[src/rtl/axi_pkg.sv]
// AXI-lite shared types: protection and response encodings.
package axi_pkg;

    typedef logic [2:0] prot_t;
    typedef logic [1:0] resp_t;

    localparam prot_t PROT_NONE   = 3'b000;
    localparam resp_t RESP_OKAY   = 2'b00;
    localparam resp_t RESP_SLVERR = 2'b10;

endpackage

[src/rtl/sauria_cfg_pkg.sv]
// SAURIA configuration-port defaults and the AXI-lite master FSM state encoding.
package sauria_cfg_pkg;

    localparam int CFG_AXI_ADDR_WIDTH_DEF = 32;
    localparam int CFG_AXI_DATA_WIDTH_DEF = 32;

    typedef enum logic [2:0] {
        ST_IDLE,
        ST_WR_REQ,
        ST_WR_RESP,
        ST_RD_REQ,
        ST_RD_DATA,
        ST_RSP
    } cfg_state_e;

endpackage

[src/rtl/sauria_cfg_axil_master.sv]
// Single-outstanding AXI-lite master turning a simple command/response
// interface into AXI-lite write or read transactions.
// Optional feature: define SAURIA_CFG_AXIL_TIMEOUT_EN to abort a transaction
// with SLVERR and o_rsp_timeout=1 after TIMEOUT_CYCLES busy cycles.
module sauria_cfg_axil_master
    import axi_pkg::*;
    import sauria_cfg_pkg::*;
#(
    parameter int CFG_AXI_ADDR_WIDTH = CFG_AXI_ADDR_WIDTH_DEF,
    parameter int CFG_AXI_DATA_WIDTH = CFG_AXI_DATA_WIDTH_DEF,
    parameter int TIMEOUT_CYCLES     = 1024,
    localparam int CFG_AXI_BYTE_NUM  = CFG_AXI_DATA_WIDTH / 8
) (
    input  logic                          i_system_clk,
    input  logic                          i_system_rst,
    // command side
    input  logic                          i_cmd_valid,
    output logic                          o_cmd_ready,
    input  logic                          i_cmd_write,
    input  logic [CFG_AXI_ADDR_WIDTH-1:0] i_cmd_addr,
    input  logic [CFG_AXI_DATA_WIDTH-1:0] i_cmd_wdata,
    input  logic [CFG_AXI_BYTE_NUM-1:0]   i_cmd_wstrb,
    // response side
    output logic                          o_rsp_valid,
    input  logic                          i_rsp_ready,
    output logic [CFG_AXI_DATA_WIDTH-1:0] o_rsp_rdata,
    output resp_t                         o_rsp_resp,
    output logic                          o_rsp_timeout,
    // AXI-lite master
    output logic [CFG_AXI_ADDR_WIDTH-1:0] o_cfg_axi_awaddr,
    output prot_t                         o_cfg_axi_awprot,
    output logic                          o_cfg_axi_awvalid,
    input  logic                          i_cfg_axi_awready,
    output logic [CFG_AXI_DATA_WIDTH-1:0] o_cfg_axi_wdata,
    output logic [CFG_AXI_BYTE_NUM-1:0]   o_cfg_axi_wstrb,
    output logic                          o_cfg_axi_wvalid,
    input  logic                          i_cfg_axi_wready,
    input  resp_t                         i_cfg_axi_bresp,
    input  logic                          i_cfg_axi_bvalid,
    output logic                          o_cfg_axi_bready,
    output logic [CFG_AXI_ADDR_WIDTH-1:0] o_cfg_axi_araddr,
    output prot_t                         o_cfg_axi_arprot,
    output logic                          o_cfg_axi_arvalid,
    input  logic                          i_cfg_axi_arready,
    input  logic [CFG_AXI_DATA_WIDTH-1:0] i_cfg_axi_rdata,
    input  resp_t                         i_cfg_axi_rresp,
    input  logic                          i_cfg_axi_rvalid,
    output logic                          o_cfg_axi_rready
);

    if (TIMEOUT_CYCLES < 1) begin : g_bad_timeout
        $error("TIMEOUT_CYCLES must be at least 1");
    end

    cfg_state_e                    state_q, state_d;
    logic [CFG_AXI_ADDR_WIDTH-1:0] addr_q;
    logic [CFG_AXI_DATA_WIDTH-1:0] wdata_q;
    logic [CFG_AXI_BYTE_NUM-1:0]   wstrb_q;
    logic                          awvalid_q, awvalid_d;
    logic                          wvalid_q, wvalid_d;
    logic                          arvalid_q, arvalid_d;
    logic [CFG_AXI_DATA_WIDTH-1:0] rdata_q, rdata_d;
    resp_t                         resp_q, resp_d;
    logic                          cmd_fire;
    logic                          aw_done, w_done;
    logic                          wr_done, rd_done;
    logic                          tmo_fire;

    assign cmd_fire = i_cmd_valid && o_cmd_ready;
    // A channel is finished once its valid has dropped or handshakes this cycle.
    assign aw_done  = !awvalid_q || i_cfg_axi_awready;
    assign w_done   = !wvalid_q  || i_cfg_axi_wready;
    assign wr_done  = (state_q == ST_WR_RESP) && i_cfg_axi_bvalid;
    assign rd_done  = (state_q == ST_RD_DATA) && i_cfg_axi_rvalid;

`ifdef SAURIA_CFG_AXIL_TIMEOUT_EN
    localparam int TMO_W = $clog2(TIMEOUT_CYCLES + 1);

    logic [TMO_W-1:0] tmo_cnt_q, tmo_cnt_d;
    logic             tmo_flag_q, tmo_flag_d;
    logic             busy;

    assign busy = (state_q == ST_WR_REQ) || (state_q == ST_WR_RESP) ||
                  (state_q == ST_RD_REQ) || (state_q == ST_RD_DATA);
    // A genuine slave response in the last allowed cycle wins over the timeout.
    assign tmo_fire = busy && (tmo_cnt_q == TMO_W'(TIMEOUT_CYCLES - 1)) &&
                      !wr_done && !rd_done;
    assign o_rsp_timeout = tmo_flag_q;

    // Busy-cycle counter restarts with every accepted command.
    always_comb begin
        tmo_cnt_d  = tmo_cnt_q;
        tmo_flag_d = tmo_flag_q;
        if (cmd_fire) begin
            tmo_cnt_d = '0;
        end else if (busy) begin
            tmo_cnt_d = tmo_cnt_q + TMO_W'(1);
        end
        if (tmo_fire) begin
            tmo_flag_d = 1'b1;
        end else if (wr_done || rd_done) begin
            tmo_flag_d = 1'b0;
        end
    end

    // Timeout counter and sticky response flag.
    always_ff @(posedge i_system_clk or posedge i_system_rst) begin
        if (i_system_rst) begin
            tmo_cnt_q  <= '0;
            tmo_flag_q <= 1'b0;
        end else begin
            tmo_cnt_q  <= tmo_cnt_d;
            tmo_flag_q <= tmo_flag_d;
        end
    end
`else
    assign tmo_fire      = 1'b0;
    assign o_rsp_timeout = 1'b0;
`endif

    // FSM state register.
    always_ff @(posedge i_system_clk or posedge i_system_rst) begin
        if (i_system_rst) begin
            state_q <= ST_IDLE;
        end else begin
            state_q <= state_d;
        end
    end

    // FSM next-state logic.
    always_comb begin
        state_d = state_q;
        unique case (state_q)
            ST_IDLE:    if (cmd_fire) state_d = i_cmd_write ? ST_WR_REQ : ST_RD_REQ;
            ST_WR_REQ:  if (aw_done && w_done) state_d = ST_WR_RESP;
            ST_WR_RESP: if (i_cfg_axi_bvalid) state_d = ST_RSP;
            ST_RD_REQ:  if (i_cfg_axi_arready) state_d = ST_RD_DATA;
            ST_RD_DATA: if (i_cfg_axi_rvalid) state_d = ST_RSP;
            ST_RSP:     if (i_rsp_ready) state_d = ST_IDLE;
            default:    state_d = ST_IDLE;
        endcase
        if (tmo_fire) begin
            state_d = ST_RSP;
        end
    end

    // FSM outputs decoded from the current state.
    always_comb begin
        o_cmd_ready      = 1'b0;
        o_cfg_axi_bready = 1'b0;
        o_cfg_axi_rready = 1'b0;
        o_rsp_valid      = 1'b0;
        unique case (state_q)
            ST_IDLE:    o_cmd_ready      = !i_system_rst;
            ST_WR_RESP: o_cfg_axi_bready = 1'b1;
            ST_RD_DATA: o_cfg_axi_rready = 1'b1;
            ST_RSP:     o_rsp_valid      = 1'b1;
            default:    ;
        endcase
    end

    // Next values for the registered AXI valids and the response payload.
    always_comb begin
        awvalid_d = awvalid_q;
        wvalid_d  = wvalid_q;
        arvalid_d = arvalid_q;
        rdata_d   = rdata_q;
        resp_d    = resp_q;
        if (cmd_fire) begin
            awvalid_d = i_cmd_write;
            wvalid_d  = i_cmd_write;
            arvalid_d = !i_cmd_write;
        end
        if (awvalid_q && i_cfg_axi_awready) awvalid_d = 1'b0;
        if (wvalid_q && i_cfg_axi_wready)   wvalid_d  = 1'b0;
        if (arvalid_q && i_cfg_axi_arready) arvalid_d = 1'b0;
        if (wr_done) begin
            rdata_d = '0;
            resp_d  = i_cfg_axi_bresp;
        end
        if (rd_done) begin
            rdata_d = i_cfg_axi_rdata;
            resp_d  = i_cfg_axi_rresp;
        end
        if (tmo_fire) begin
            awvalid_d = 1'b0;
            wvalid_d  = 1'b0;
            arvalid_d = 1'b0;
            rdata_d   = '0;
            resp_d    = RESP_SLVERR;
        end
    end

    // Command latch, AXI valids and response payload registers.
    always_ff @(posedge i_system_clk or posedge i_system_rst) begin
        if (i_system_rst) begin
            addr_q    <= '0;
            wdata_q   <= '0;
            wstrb_q   <= '0;
            awvalid_q <= 1'b0;
            wvalid_q  <= 1'b0;
            arvalid_q <= 1'b0;
            rdata_q   <= '0;
            resp_q    <= RESP_OKAY;
        end else begin
            if (cmd_fire) begin
                addr_q  <= i_cmd_addr;
                wdata_q <= i_cmd_wdata;
                wstrb_q <= i_cmd_wstrb;
            end
            awvalid_q <= awvalid_d;
            wvalid_q  <= wvalid_d;
            arvalid_q <= arvalid_d;
            rdata_q   <= rdata_d;
            resp_q    <= resp_d;
        end
    end

    assign o_cfg_axi_awaddr  = addr_q;
    assign o_cfg_axi_araddr  = addr_q;
    assign o_cfg_axi_awprot  = PROT_NONE;
    assign o_cfg_axi_arprot  = PROT_NONE;
    assign o_cfg_axi_awvalid = awvalid_q;
    assign o_cfg_axi_wvalid  = wvalid_q;
    assign o_cfg_axi_arvalid = arvalid_q;
    assign o_cfg_axi_wdata   = wdata_q;
    assign o_cfg_axi_wstrb   = wstrb_q;
    assign o_rsp_rdata       = rdata_q;
    assign o_rsp_resp        = resp_q;

endmodule

[config.mk]
export PLATFORM = sky130hd
export DESIGN_NAME = sauria_cfg_axil_master
export DESIGN_NICKNAME = d
export VERILOG_FILES = /design/src/rtl/axi_pkg.sv /design/src/rtl/sauria_cfg_pkg.sv /design/src/rtl/sauria_cfg_axil_master.sv
export SDC_FILE = /design/constraint.sdc
export NUM_CORES = 1
export LEC_CHECK = 0
export CORE_ASPECT_RATIO = 0.6
export CORE_MARGIN = 2
export CORE_UTILIZATION = 30
export DETAILED_ROUTE_END_ITERATION = 6
export PLACE_DENSITY = 0.66
export SYNTH_ARGS = -nofsm -noshare
export SYNTH_HDL_FRONTEND = slang
export SYNTH_SLANG_ARGS = --single-unit
[constraint.sdc]
create_clock -name i_system_clk -period 4.5 [get_ports i_system_clk]
set_input_delay 1.125 -clock i_system_clk [delete_from_list [all_inputs] [get_ports i_system_clk]]
set_output_delay 1.125 -clock i_system_clk [all_outputs]
set_load 0.05 [all_outputs]
==> After elaboration in Yosys (flattened, before gate mapping) <==
Index checks and enable logic that the tools add are counted.
{ "word_totals": {"ff_bits": 108, "input_bits": 114, "output_inout_bits": 148, "word_cells": 60} }
{ "classes": {"n_eq_ne": 11, "mux": 21, "reduce_logical": 19} }
{ "op_table": {"columns": ["cell", "count"], "rows": [
  ["$mux 32", 2],
  ["$mux 3", 6],
  ["$pmux 3 s6", 1],
  ["$ne 2x2->1 const B", 6],
  ["$mux 1", 9],
  ["$reduce_bool 2->1", 4],
  ["$logic_and 1x1->1", 7],
  ["$eq 3x2->1 const B", 2],
  ["$eq 3x3->1 const B", 2],
  ["$mux 2", 3],
  ["$reduce_and 6->1", 1],
  ["$logic_not 1->1", 4],
  ["$eq 3x1->1 const B", 1],
  ["$logic_not 3->1", 1],
  ["$logic_or 1x1->1", 2]
]} }

==> Depth between registers and ports, before layout <==
{ "logic_depth": {"word_depth": 5, "ltp_mapped": 6, "ltp_nobuf": 4} }

==> Least setup slack after synthesis <==
Ideal clock, no wire load.
{ "synth_timing": {"kind": "input-to-reg", "start": "in i_system_rst", "end": "reg arvalid_q (netlist: o_cfg_axi_arvalid)", "setup_time_ns": 0.147, "t_arrival_ns": 4.546, "setup_slack_ns": -0.192, "stages": 5, "n_path_buf": 1, "path_cell_list": "inv_1 -> nand3_1 -> buf_2 -> mux2i_1 -> a21oi_1"} }
{ "synth_between": {"elab_chain_len": 4} }
{ "synth_rtl": {"columns": ["item", "line_no", "source"], "rows": [
  ["from (decl)", "sauria_cfg_axil_master.sv:15", "input logic i_system_rst,"],
  ["$logic_not 1->1 (no line)", null, null],
  ["$mux 1", "sauria_cfg_axil_master.sv:153", "unique case (state_q)"],
  ["$logic_and 1x1->1", "sauria_cfg_axil_master.sv:69", "assign cmd_fire = i_cmd_valid && o_cmd_ready;"],
  ["$reduce_bool 2->1 (no line)", null, null],
  ["to (signal assigned)", "sauria_cfg_axil_master.sv:213", "arvalid_q <= arvalid_d;"],
  ["to (decl)", "sauria_cfg_axil_master.sv:61", "logic arvalid_q, arvalid_d;"]
]} }
No other way between the ends.
A chain may end at the register's enable or synchronous reset.

==> Worst setup path after layout <==
{ "layout_timing": {"start": "in i_system_rst", "end": "out o_cmd_ready"} }
{ "layout_between": {"elab_chain_len": 2} }
{ "layout_rtl": {"columns": ["item", "line_no", "source"], "rows": [
  ["$logic_not 1->1 (no line)", null, null],
  ["$mux 1", "sauria_cfg_axil_master.sv:153", null],
  ["to (decl)", "sauria_cfg_axil_master.sv:18", "output logic o_cmd_ready,"]
]} }
No other way between the ends.

==> run metrics <==
outcome finished, final reports clean; post-synthesis mux area share 0.921%; vias around 3,800; vias in the first global route approximately 3,900; nets@finish between 700 and 800; drt pass-1 iters 4; fmax 267 MHz; flops & latches, synth between 100 and 150; Crit Reg-Reg Startpoint state_q[0]; GPL Wtd Cong 0.808; Seq/Total Area, Yosys around three fifths; PnR Total Power roughly 6500 uW; Worst Tran Pin Value ~1.1 ns; Max-Cap Viols 0; number of setup buffers added after CTS 0; WL final roughly 13 mm; first-pass GRT wire length about 20 mm; clk_lat worst skew ~0.34 ns; R2R depth 5; post-synthesis xor/xnor area fraction 0%; final setup fails 0; initial core utilization between 30% and 40%; Arr. time, crit path 2.61 ns; Max-slew headroom about a quarter; final setup TNS 0 ns; num ports 262; Synth Instances approximately 460; Worst-path clk slew approximately 0.07 ns; most instantiated library cell after synthesis nand2_1; main combinational cell family by area after synthesis simple AND/OR/NAND/NOR gates; pre-CTS setup slack about 0.74 ns; leak pwr 0.00334 uW; port bufs between 200 and 300; post-synth design cell area 4480 um^2; Final Skew approximately 0.010 ns; number of vias per cell between 4 and 5; synthesized area per cell between 9 and 10 um^2; Hold Buf Count CTS 0; width of the die between 150 and 200 um; root buf cell clkbuf_16; Compound-Gate Fraction of Synth Area ~8.5%; Async SR Flop Fraction 100%; Final period util roughly 83%; Critical-path top delay cell clkdlybuf4s50_1; Yosys top cell area share 60.3%; largest net degree at the start of global routing a little under 80; most used cell, CP clkdlybuf4s50_1; element type at the critical path start input port; Area contributors post-synth dfrtp_1 (60%), nand2_1 (18%), buf_4 (6.7%); Synth-to-Final Area Change 60.9%; required time worst endpoint around 3.4 ns; share of layout cells above drive strength 1 4.00%; Std-Cell Rows 34; post-synth top area cell dfrtp_1; Critical Path Source i_system_rst; top post-synthesis cells by count nand2_1 (210), dfrtp_1 (108), buf_4 (40); sinks on the clock net between 100 and 150; post-cts resize count 0; crit path max fanout 2; Congestion Overflow GR 0; Final Max Tran Viols 0; HPWL Detailed around 9 mm; CTS Buf Count 9; worst-path cell chain clkdlybuf4s50_1, nor4_1, clkdlybuf4s50_1; H-tree depth 3; DRC violations left 0; ant diodes 0; fin crit period ~3.7 ns; Util after Layout around 50%; pwr dens between 800 and 900 nW/um^2; total global-route track usage approximately 16%; CTS tree built; design area about 7000 um^2; type of the tightest min-delay check reg2reg; maximum clock path buffer count 2; max incr delay on CP 0.85 ns; DR WL/cell around 14 um; library cells used by synthesis 30; Placeable Area around 15,000 um^2; WS Path Type in2out; RSZ-0062 raised after global routing false; RR Endpoint o_cfg_axi_wdata[6]; number of antenna violations at the first check in global routing 0; Post-Synth Adder-Cell Area 0%; Die Ht between 90 and 100 um; YS warnings 0; die area between 15,000 and 20,000 um^2; Fin. Hold Viols 0; DRT antenna net count 0; main flop type after synthesis dfrtp_1; peak supply drop 0.421 mV; setup slack after layout roughly 0.76 ns; First DRT Iteration DRCs 154; CP endpoint o_cmd_ready; crit end category primary output; Post-DP Area between 6000 and 7000 um^2; Post-Synth Simple-Gate Area between 20% and 30%; number of flops mapped to enable cells by yosys 0; R2R setup slack about 2.3 ns
-- routing by layer --
layer	part of all wire (%)	wire [um]	up-vias	GRT usage (%)
met5	0	0	-	0
met4	0.56	71	0	3.27
met3	8.8	1110	7	5.93
met2	47	5910	148	26.1
met1	44	5560	1790	20.3
li1	-	-	1844	-
-- how the worst min path moves through the flow --
| stage | to | slack, ns | cells past startpoint | start |
|---|---|---|---|---|
| 2_1_floorplan | state_q[0] | 0.65 | 2 | state_q[2] |
| 3_3_place_gp | o_cfg_axi_arvalid | 0.46 | 1 | o_cfg_axi_arvalid |
| 3_5_place_dp | o_cfg_axi_wdata[22] | 0.46 | 2 | o_cfg_axi_wdata[22] |
| 4_1_cts | o_cfg_axi_wdata[22] | 0.48 | 2 | o_cfg_axi_wdata[22] |
| 5_1_grt | o_cfg_axi_wdata[30] | 0.51 | 2 | o_cfg_axi_wdata[30] |
| 6_report | o_cfg_axi_wdata[22] | 0.47 | 2 | o_cfg_axi_wdata[22] |
-- power by group --
group / leakage (uW) / switching, uW / internal (uW)
sequential: 0.00137 / 325 / 1410
clock: 0.000137 / 361 / 397
combinational: 0.00184 / 2690 / 1310
total: 0.00334 / 3370 / 3120
-- through the flow --
stage	cells	hold WS, ns
floorplan	464	0.648
global placement	858	0.456
detailed placement	858	0.463
CTS	873	0.480
global route	873	0.508
finish	873	0.473
-- flip-flops by register name, summed over array words and instances, names as in the netlist --
register	count
o_cfg_axi_wdata	32
o_rsp_rdata	32
o_cfg_axi_wvalid	1
o_cfg_axi_awvalid	1
o_rsp_resp	2
state_q	3
o_cfg_axi_arvalid	1
o_cfg_axi_araddr	32
o_cfg_axi_wstrb	4
-- cell type report --
class | instances | area [um^2]
repair buffers | 259 | 2590
clock buffers | 10 | 239
well taps | 198 | 248
multi-input cells | 289 | 1370
flip-flops and latches | 108 | 2700
clock inverters | 5 | 45.0
fillers | 1327 | 7340
inverters | 4 | 18.8
-- logic make-up after synthesis --
logic type | after synthesis
AND/OR/NAND/NOR | 232
flip-flops | 108
multiplexers | 4
other | 1
buffers and inverters | 67
AO/OA/AOI/OAI | 46
-- critical path: cells and delay by family --
| family | cells | cell delay (ns) |
|---|---|---|
| and+or+nand+nor | 1 | 0.18 |
| buffers and inverters | 2 | 1.31 |
-- layout by cell type, fill, tap and decap left out --
cell type	n
clkdlybuf4s50_1	254
nand2_1	210
dfrtp_1	108
a22o_1	33
clkbuf_16	9
nor2_1	7
conb_1	7
buf_4	4
inv_1	3
nand2b_1	3
mux2i_1	3
o21ai_0	3
nor2b_1	3
nand3b_1	2
clkinvlp_4	2
nor3_1	2
a21oi_1	2
a211oi_1	2
inv_6	2
nor2_2	1
nor3_2	1
and3_2	1
nand3_2	1
nor4_1	1
a41oi_1	1
o311ai_2	1
o22a_1	1
a221oi_1	1
a31oi_1	1
o21ai_1	1
mux2_2	1
clkinv_4	1
inv_8	1
clkbuf_8	1
buf_12	1
Power figures use the tool's default switching activity.
